**config.mk**
```make
export PLATFORM = sky130hd
export DESIGN_NAME = motor_relu_stream
export DESIGN_NICKNAME = d
export VERILOG_FILES = /design/src/rtl/motor_nn_pkg.sv /design/src/rtl/motor_relu_lane.sv /design/src/rtl/motor_relu_stream.sv
export SDC_FILE = /design/constraint.sdc
export NUM_CORES = 1
export LEC_CHECK = 0
export ABC_AREA = 1
export CAP_MARGIN = 10
export CORE_MARGIN = 2
export CORE_UTILIZATION = 58
export DETAILED_ROUTE_END_ITERATION = 12
export DONT_BUFFER_PORTS = 1
export PLACE_DENSITY = 0.75
export SYNTH_ARGS = -nofsm -noshare
export SYNTH_HDL_FRONTEND = slang
export SYNTH_HIERARCHICAL = 1
export SYNTH_SLANG_ARGS = --single-unit
```
**constraint.sdc**
```tcl
create_clock -name ap_clk -period 2.3 [get_ports ap_clk]
set_clock_uncertainty 0.15 [all_clocks]
set_input_delay 0.46 -clock ap_clk [delete_from_list [all_inputs] [get_ports ap_clk]]
set_output_delay 0.46 -clock ap_clk [all_outputs]
set_load 0.005 [all_outputs]
```
**src/rtl/motor_nn_pkg.sv**
```systemverilog
// Shared definitions for the motor MPC network datapath: default lane format,
// ReLU mode encoding and the packed-lane extract helper.
package motor_nn_pkg;

  localparam int unsigned LANE_W     = 21;
  localparam int unsigned LANE_I     = 7;
  localparam int unsigned LANE_MAX_W = 64;
  localparam int unsigned BUS_MAX_W  = 4096;

  typedef enum logic {
    RELU_MODE_PLAIN = 1'b0,
    RELU_MODE_CLIP  = 1'b1
  } relu_mode_e;

  // Returns lane idx of width w from a zero-extended packed bus.
  function automatic logic [LANE_MAX_W-1:0] lane_extract(
    input logic [BUS_MAX_W-1:0] bus,
    input int unsigned          idx,
    input int unsigned          w
  );
    logic [LANE_MAX_W-1:0] mask;
    mask = (w >= LANE_MAX_W) ? '1 : ((LANE_MAX_W'(1) << w) - LANE_MAX_W'(1));
    return LANE_MAX_W'(bus >> (idx * w)) & mask;
  endfunction

endpackage

```
**src/rtl/motor_relu_lane.sv**
```systemverilog
// Per-lane ReLU / clipped ReLU: input-side compares and S1-side result select.
// Leaky negative slope is built only when RELU_LEAKY_EN is defined.
module motor_relu_lane
  import motor_nn_pkg::*;
#(
  parameter int unsigned W = LANE_W
`ifdef RELU_LEAKY_EN
  ,
  parameter int unsigned LEAK_SHIFT = 3
`endif
) (
  input  logic [W-1:0] x_in,
  input  logic [W-1:0] clip_in,
  input  logic         mode_in,
  output logic         pos_c,
  output logic         over_c,
  input  logic [W-1:0] x_q,
  input  logic [W-1:0] clip_q,
  input  logic         kill_q,
  input  logic         pos_q,
  input  logic         over_q,
  output logic [W-1:0] y_c
);

  // over_c is only raised for a strictly positive bound, so it implies pos_c.
  assign pos_c  = !x_in[W-1] && (x_in != '0);
  assign over_c = (mode_in == RELU_MODE_CLIP) && !clip_in[W-1] && (clip_in != '0) &&
                  ($signed(x_in) > $signed(clip_in));

  always_comb begin
    y_c = '0;
    if (pos_q && !kill_q) y_c = over_q ? clip_q : x_q;
`ifdef RELU_LEAKY_EN
    else if (x_q[W-1]) y_c = W'($signed(x_q) >>> LEAK_SHIFT);
`endif
  end

endmodule

```
**src/rtl/motor_relu_stream.sv**
```systemverilog
// Two-stage valid/ready ReLU / clipped ReLU over N_CH packed lanes with
// vector and clip counters. Optional leaky slope: define RELU_LEAKY_EN.
module motor_relu_stream
  import motor_nn_pkg::*;
#(
  parameter int unsigned W     = LANE_W,
  parameter int unsigned I     = LANE_I,
  parameter int unsigned N_CH  = 3,
  parameter int unsigned CNT_W = 16
`ifdef RELU_LEAKY_EN
  ,
  parameter int unsigned LEAK_SHIFT = 3
`endif
) (
  input  logic              ap_clk,
  input  logic              ap_rst_n,
  input  logic              in_valid,
  output logic              in_ready,
  input  logic [N_CH*W-1:0] in_data,
  input  logic              cfg_mode,
  input  logic [W-1:0]      cfg_clip,
  output logic              out_valid,
  input  logic              out_ready,
  output logic [N_CH*W-1:0] out_data,
  output logic [CNT_W-1:0]  vec_cnt,
  output logic [CNT_W-1:0]  clip_cnt
);

  localparam int unsigned DW    = N_CH * W;
  localparam int unsigned POP_W = 8;
  localparam int unsigned SUM_W = CNT_W + POP_W;

  logic              s1_valid;
  logic              s2_valid;
  logic              s1_load_c;
  logic              s2_load_c;
  logic [DW-1:0]     s1_x;
  logic [W-1:0]      s1_clip;
  logic              s1_kill;
  logic [N_CH-1:0]   s1_pos;
  logic [N_CH-1:0]   s1_over;
  logic [N_CH-1:0]   pos_c;
  logic [N_CH-1:0]   over_c;
  logic [DW-1:0]     sel_c;
  logic              kill_c;
  logic [POP_W-1:0]  pop_c;
  logic [SUM_W-1:0]  clip_sum_c;
  logic              unused_fmt_c;

  // I only documents the fixed-point format; nothing is computed from it.
  assign unused_fmt_c = (I <= W);

  assign s2_load_c = !s2_valid || out_ready;
  assign s1_load_c = !s1_valid || s2_load_c;
  assign in_ready  = s1_load_c;
  assign out_valid = s2_valid;

  // Clip mode with a non-positive bound forces every positive lane to zero.
  assign kill_c = (cfg_mode == RELU_MODE_CLIP) && !($signed(cfg_clip) > $signed(W'(0)));

  for (genvar k = 0; k < N_CH; k++) begin : g_lane
    motor_relu_lane #(
      .W(W)
`ifdef RELU_LEAKY_EN
      ,
      .LEAK_SHIFT(LEAK_SHIFT)
`endif
    ) u_lane (
      .x_in   (W'(lane_extract(BUS_MAX_W'(in_data), k, W))),
      .clip_in(cfg_clip),
      .mode_in(cfg_mode),
      .pos_c  (pos_c[k]),
      .over_c (over_c[k]),
      .x_q    (s1_x[k*W +: W]),
      .clip_q (s1_clip),
      .kill_q (s1_kill),
      .pos_q  (s1_pos[k]),
      .over_q (s1_over[k]),
      .y_c    (sel_c[k*W +: W])
    );
  end

  assign pop_c      = POP_W'($countones(s1_over));
  assign clip_sum_c = SUM_W'(clip_cnt) + SUM_W'(pop_c);

  // Pipeline stages and counters; data registers load only with a valid beat.
  always_ff @(posedge ap_clk) begin
    if (!ap_rst_n) begin
      s1_valid <= 1'b0;
      s2_valid <= 1'b0;
      s1_x     <= '0;
      s1_clip  <= '0;
      s1_kill  <= 1'b0;
      s1_pos   <= '0;
      s1_over  <= '0;
      out_data <= '0;
      vec_cnt  <= '0;
      clip_cnt <= '0;
    end else begin
      if (s1_load_c) begin
        s1_valid <= in_valid;
        if (in_valid) begin
          s1_x    <= in_data;
          s1_clip <= cfg_clip;
          s1_kill <= kill_c;
          s1_pos  <= pos_c;
          s1_over <= over_c;
        end
      end
      if (s2_load_c) begin
        s2_valid <= s1_valid;
        if (s1_valid) begin
          out_data <= sel_c;
          clip_cnt <= (clip_sum_c > SUM_W'({CNT_W{1'b1}})) ? '1 : CNT_W'(clip_sum_c);
        end
      end
      if (s2_valid && out_ready) vec_cnt <= vec_cnt + CNT_W'(1);
    end
  end

endmodule

```
[Word-level counts from Yosys, hierarchy flattened]
Cells that the tools add are included.
Word-level totals
  register bits after elaboration: 188
  word-level logic and storage cells: 55
Operators by class
  $add $sub $neg: 4
  order comparisons: 5
  mux-type cells: 7
  reductions and logical operators: 29
Operators with widths (count)
  $mux 21: 6
  $reduce_bool 21->1: 4
  $gt 21x21->1: 3
  $gt 21x1->1 const B: 1
  $add 16x3->17: 1
  $gt 17x16->1 const B: 1
  $add 16x1->16 const B: 1
  $mux 16: 1
  $logic_and 1x1->1: 13
  $logic_not 1->1: 8
  $reduce_and 2->1: 2
  $add 2x1->3: 1
  $add 1x1->2: 1
  $logic_or 1x1->1: 2

[Logic depth before layout (Yosys ltp)]
  depth after elaboration: 5
  mapped depth: 15

[Modules after synthesis]
The synthesis kept the hierarchy.
Modules (own cells, without submodules)
  motor_relu_stream: times used 1, cells each 938, area each 7208.2 um^2, seq. area each 3763.6 um^2
  motor_relu_lane: times used 3, cells each 204, area each 1041.0 um^2, seq. area each 0.0 um^2

[Worst setup path before layout]
No wires, ideal clock.
  path type: reg-to-reg
  from: register clip_cnt[0]
  to: register clip_cnt[15]
  setup time: 0.057 ns
  arrival time: 2.232 ns
  setup slack: -0.139 ns
  stages on the path, launching flop included: 14
  path buffers: 0
  clock period less this slack: 2.439 ns
  cell sequence: dfxtp_1 > fa_1 > ha_1 > inv_1 > fa_1 > inv_1 > nand2_1 > nor2_2 > nand2_1 > nor2_2 > nand3_2 > nand3_1 > nand2_1 > inv_1
Between the ends
  word-level cells in the longest chain between the ends: 3
RTL lines
  start: declaration: line motor_relu_stream.sv:26  | output logic [CNT_W-1:0] clip_cnt
  start signal: assignment: line motor_relu_stream.sv:114  | clip_cnt <= (clip_sum_c > SUM_W'({CNT_W{1'b1}})) ? '1 : CNT_W'(clip_sum_c);
  $add 16x3->17 *: line motor_relu_stream.sv:84  | assign clip_sum_c = SUM_W'(clip_cnt) + SUM_W'(pop_c);
  $gt 17x16->1: line motor_relu_stream.sv:114
  $mux 16 *: line motor_relu_stream.sv:114
Mark *: on every way between the ends. The rest lies on a longest branch, timed or not.
A chain may end at the register's enable or synchronous reset.

[Worst setup path after layout]
Ends and elaborated chain as after synthesis.

==> run metrics <==
Clk network pwr share=39.6%; initial DRC count=roughly 900; status=complete, but fails checks; Reg2Reg Depth=13; Root Buffer=clkbuf_16; Gate Count Post-Synth=between 1500 and 2000; largest family of logic cells by synthesized area=simple AND/OR/NAND/NOR gates; Post-Syn Nets=1707; mean number of vias per cell=5.51; failing checks=setup timing; post-synth cell types=36; total CTS buffers=17; achievable frequency=401 MHz; WS Path Type=flop to flop; Initial Util=approximately three fifths; Internal=5.56 mW; later-pin clock latency in the skew report=0.43 ns; Sw Ratio=26.5%; ys flop type=dfxtp_1; EDFF count, synth=0; Worst VDD drop=0.567 mV; Synth Area in Adders=8.38%; period utilization=108%; RSZ-0062 raised after global routing=true; Placed Cells=roughly 1700; Filler cells=1639; port bufs=0; Seq/Total Area, Yosys=36.4%; Core ar.=17400 sq um; antenna violations before repair=0; # rows=48; fin crit period=2.49 ns; Synth Area in Compound Gates=14.7%; TNS Setup=-2.33 ns; Setup WS post-layout=-0.191 ns; total clock sinks=between 150 and 200; wire per inst=16.7 um; worst hold path class=input pin to flop; Slew headroom=between 50% and 60%; hpwl dp=22200 um; P_sw=around 2 mW; Routed WL=slightly below 30000 um; #FFs+latches synth=188; Crit Path Max Fanout=8; via count=9653; CTS tree=done; Cell Area, Synth=10300 sq um; register share of total power=around 48%; area share of xor/xnor cells in the synthesized design=0.509%; I/O pin count=186; drt pass-1 iters=5; first-pass GRT wire length=45700 um; Hold Path Cell Cnt=2; commonest cells after routing, fill and taps aside=nor2_1 (331), nand2_1 (286), dfxtp_1 (185), inv_1 (171), o21ai_0 (125); mux cell area share after synthesis=0%; crit start category=flop; P&R area growth vs syn=7.61%; Post-route DRC=0; dpl ws=-0.121 ns; htree depth=4; pwr/cell area=680 nW/um^2; DIE AREA=18900 sq um; most common cell after layout, fill and taps aside=nor2_1; largest net degree at the start of global routing=between 150 and 200; Fin. Hold Viols=0; layout cells sized above 1=6.16%; Synth Warn #=6; Final #Nets=around 1700; fin cells=1751; Worst EP required=2.53 ns; number of global-route vias before repair=8763; max-cap check violation count=0; Antenna Cells=0; CP Capture Type=flop; ANT nets after route=0; Worst-Margin Slew=about 0.68 ns; Post-synth ARST share=0%; Slew Viols, Final=0; power share of the combinational group=roughly an eighth; Reg clk slew, reported paths=0.06 ns; post-synthesis simple-gate area fraction=30.2%; WP data arrival=~2.7 ns; LEAKAGE=around 5 nW; final setup fails=16; gpl congestion=between 0.9 and 1; GRT Util Overall=a little under a third; Syn Area/Cell=6.67 sq um; grt total ovfl=0; deepest clock path buffer count=2; die outline height=137 um; Die Span X=137 um
[final timing paths]
check | start | end | slack, ns
setup / recovery | clip_cnt[0]$_SDFFE_PN0P_ | clip_cnt[15]$_SDFFE_PN0P_ | -0.19
hold / removal | ap_rst_n | out_data[55]$_SDFFE_PN0P_ | 0.005
setup reg to reg | clip_cnt[0]$_SDFFE_PN0P_ | clip_cnt[15]$_SDFFE_PN0P_ | -0.19
hold reg to reg | s1_x[39]$_SDFFE_PN0P_ | s1_x[39]$_SDFFE_PN0P_ | 0.33
[power by group through the flow]
stage / Sequential (mW) / Clock, mW / Combinational [mW]
2_1_floorplan: 3.63 / 0 / 0.783
3_3_place_gp: 3.69 / 0 / 0.899
3_5_place_dp: 3.69 / 0 / 0.927
4_1_cts: 3.62 / 3.03 / 0.936
5_1_grt: 3.65 / 3.13 / 1.10
6_report: 3.62 / 3.00 / 0.943
[timing repair]
action                                 in CTS  in global routing
buffers inserted                            1                  0
pin swaps                                   7                  2
hold buffers                                1                  0
setup endpoints to repair                  16                 17
gates resized for setup                     7                  4
endpoints found under the hold margin       8                  0
[layout make-up]
class / instances / area, sq um / share of cell area [%]
inverters: 175 / 659 / 5.93
multi-input cells: 1115 / 5620 / 50.6
flip-flops and latches: 188 / 3770 / 33.9
repair buffers: 18 / 188 / 1.69
well taps: 225 / 282 / 2.53
clock inverters: 10 / 143 / 1.28
clock buffers: 20 / 457 / 4.11
[worst max-delay path, stage by stage (launching register included)]
cell and delay (ns):
dfxtp_2 0.33, fa_1 0.55, ha_2 0.19, inv_2 0.04, fa_2 0.33, inv_2 0.08
nand2_4 0.05, nor2_4 0.09, nand2_2 0.08, nor2_4 0.15, nand3_4 0.17, nand3_2 0.13
nand2_1 0.05, inv_1 0.05
[layer usage]
metal	wire length [um]	GRT usage, %
met5	0	0
met4	612	9.11
met3	3350	9.68
met2	12000	46.0
met1	13200	44.6
[registers in the layout, indices dropped and copies added, names as in the netlist]
name,count
s1_valid,1
s1_over,3
vec_cnt,16
s1_pos,3
s1_x,63
clip_cnt,16
s1_clip,21
out_valid,1
out_data,63
s1_kill,1
[through the flow]
| stage | total power [mW] | hold slack (ns) | util (%) | cell area, sq um |
|---|---|---|---|---|
| 2_1_floorplan | 4.41 | 0.304 | - | 10400 |
| 3_3_place_gp | 4.59 | 0.313 | 60.3 | 10500 |
| 3_5_place_dp | 4.62 | 0.322 | 60.3 | 10500 |
| 4_1_cts | 7.58 | -0.0288 | 64.0 | 11100 |
| 5_1_grt | 7.87 | 0.0246 | 64.0 | 11100 |
| 6_report | 7.56 | 0.00545 | 64.0 | 11100 |
[synth_stat cells (4+ instances only)]
library cell	n	area, sq um
dfxtp_1	188	3760
nor2_1	332	1250
buf_4	13	97.6
buf_1	7	26.3
nor2_2	9	56.3
ha_1	66	826
nand4_1	30	188
xor2_1	6	52.6
nand3b_1	4	30.0
nand2_2	9	56.3
clkbuf_1	39	146
buf_2	9	45.0
nor3_1	14	70.1
o21ai_1	44	220
nor4_1	13	81.3
inv_1	173	649
nand2_1	289	1080
o21ai_0	126	631
buf_6	4	45.0
a21oi_1	118	591
nand3_1	29	145
a21o_1	4	30.0
[cell families after synthesis]
logic type | Yosys count
AOI/OAI and AO/OA | 298
and+or+nand+nor | 743
adders and majority gates | 68
buffers and inverters | 247
DFF | 188
xor gates and xnor gates | 6
No activity file was read; power rests on OpenSTA's default activity.
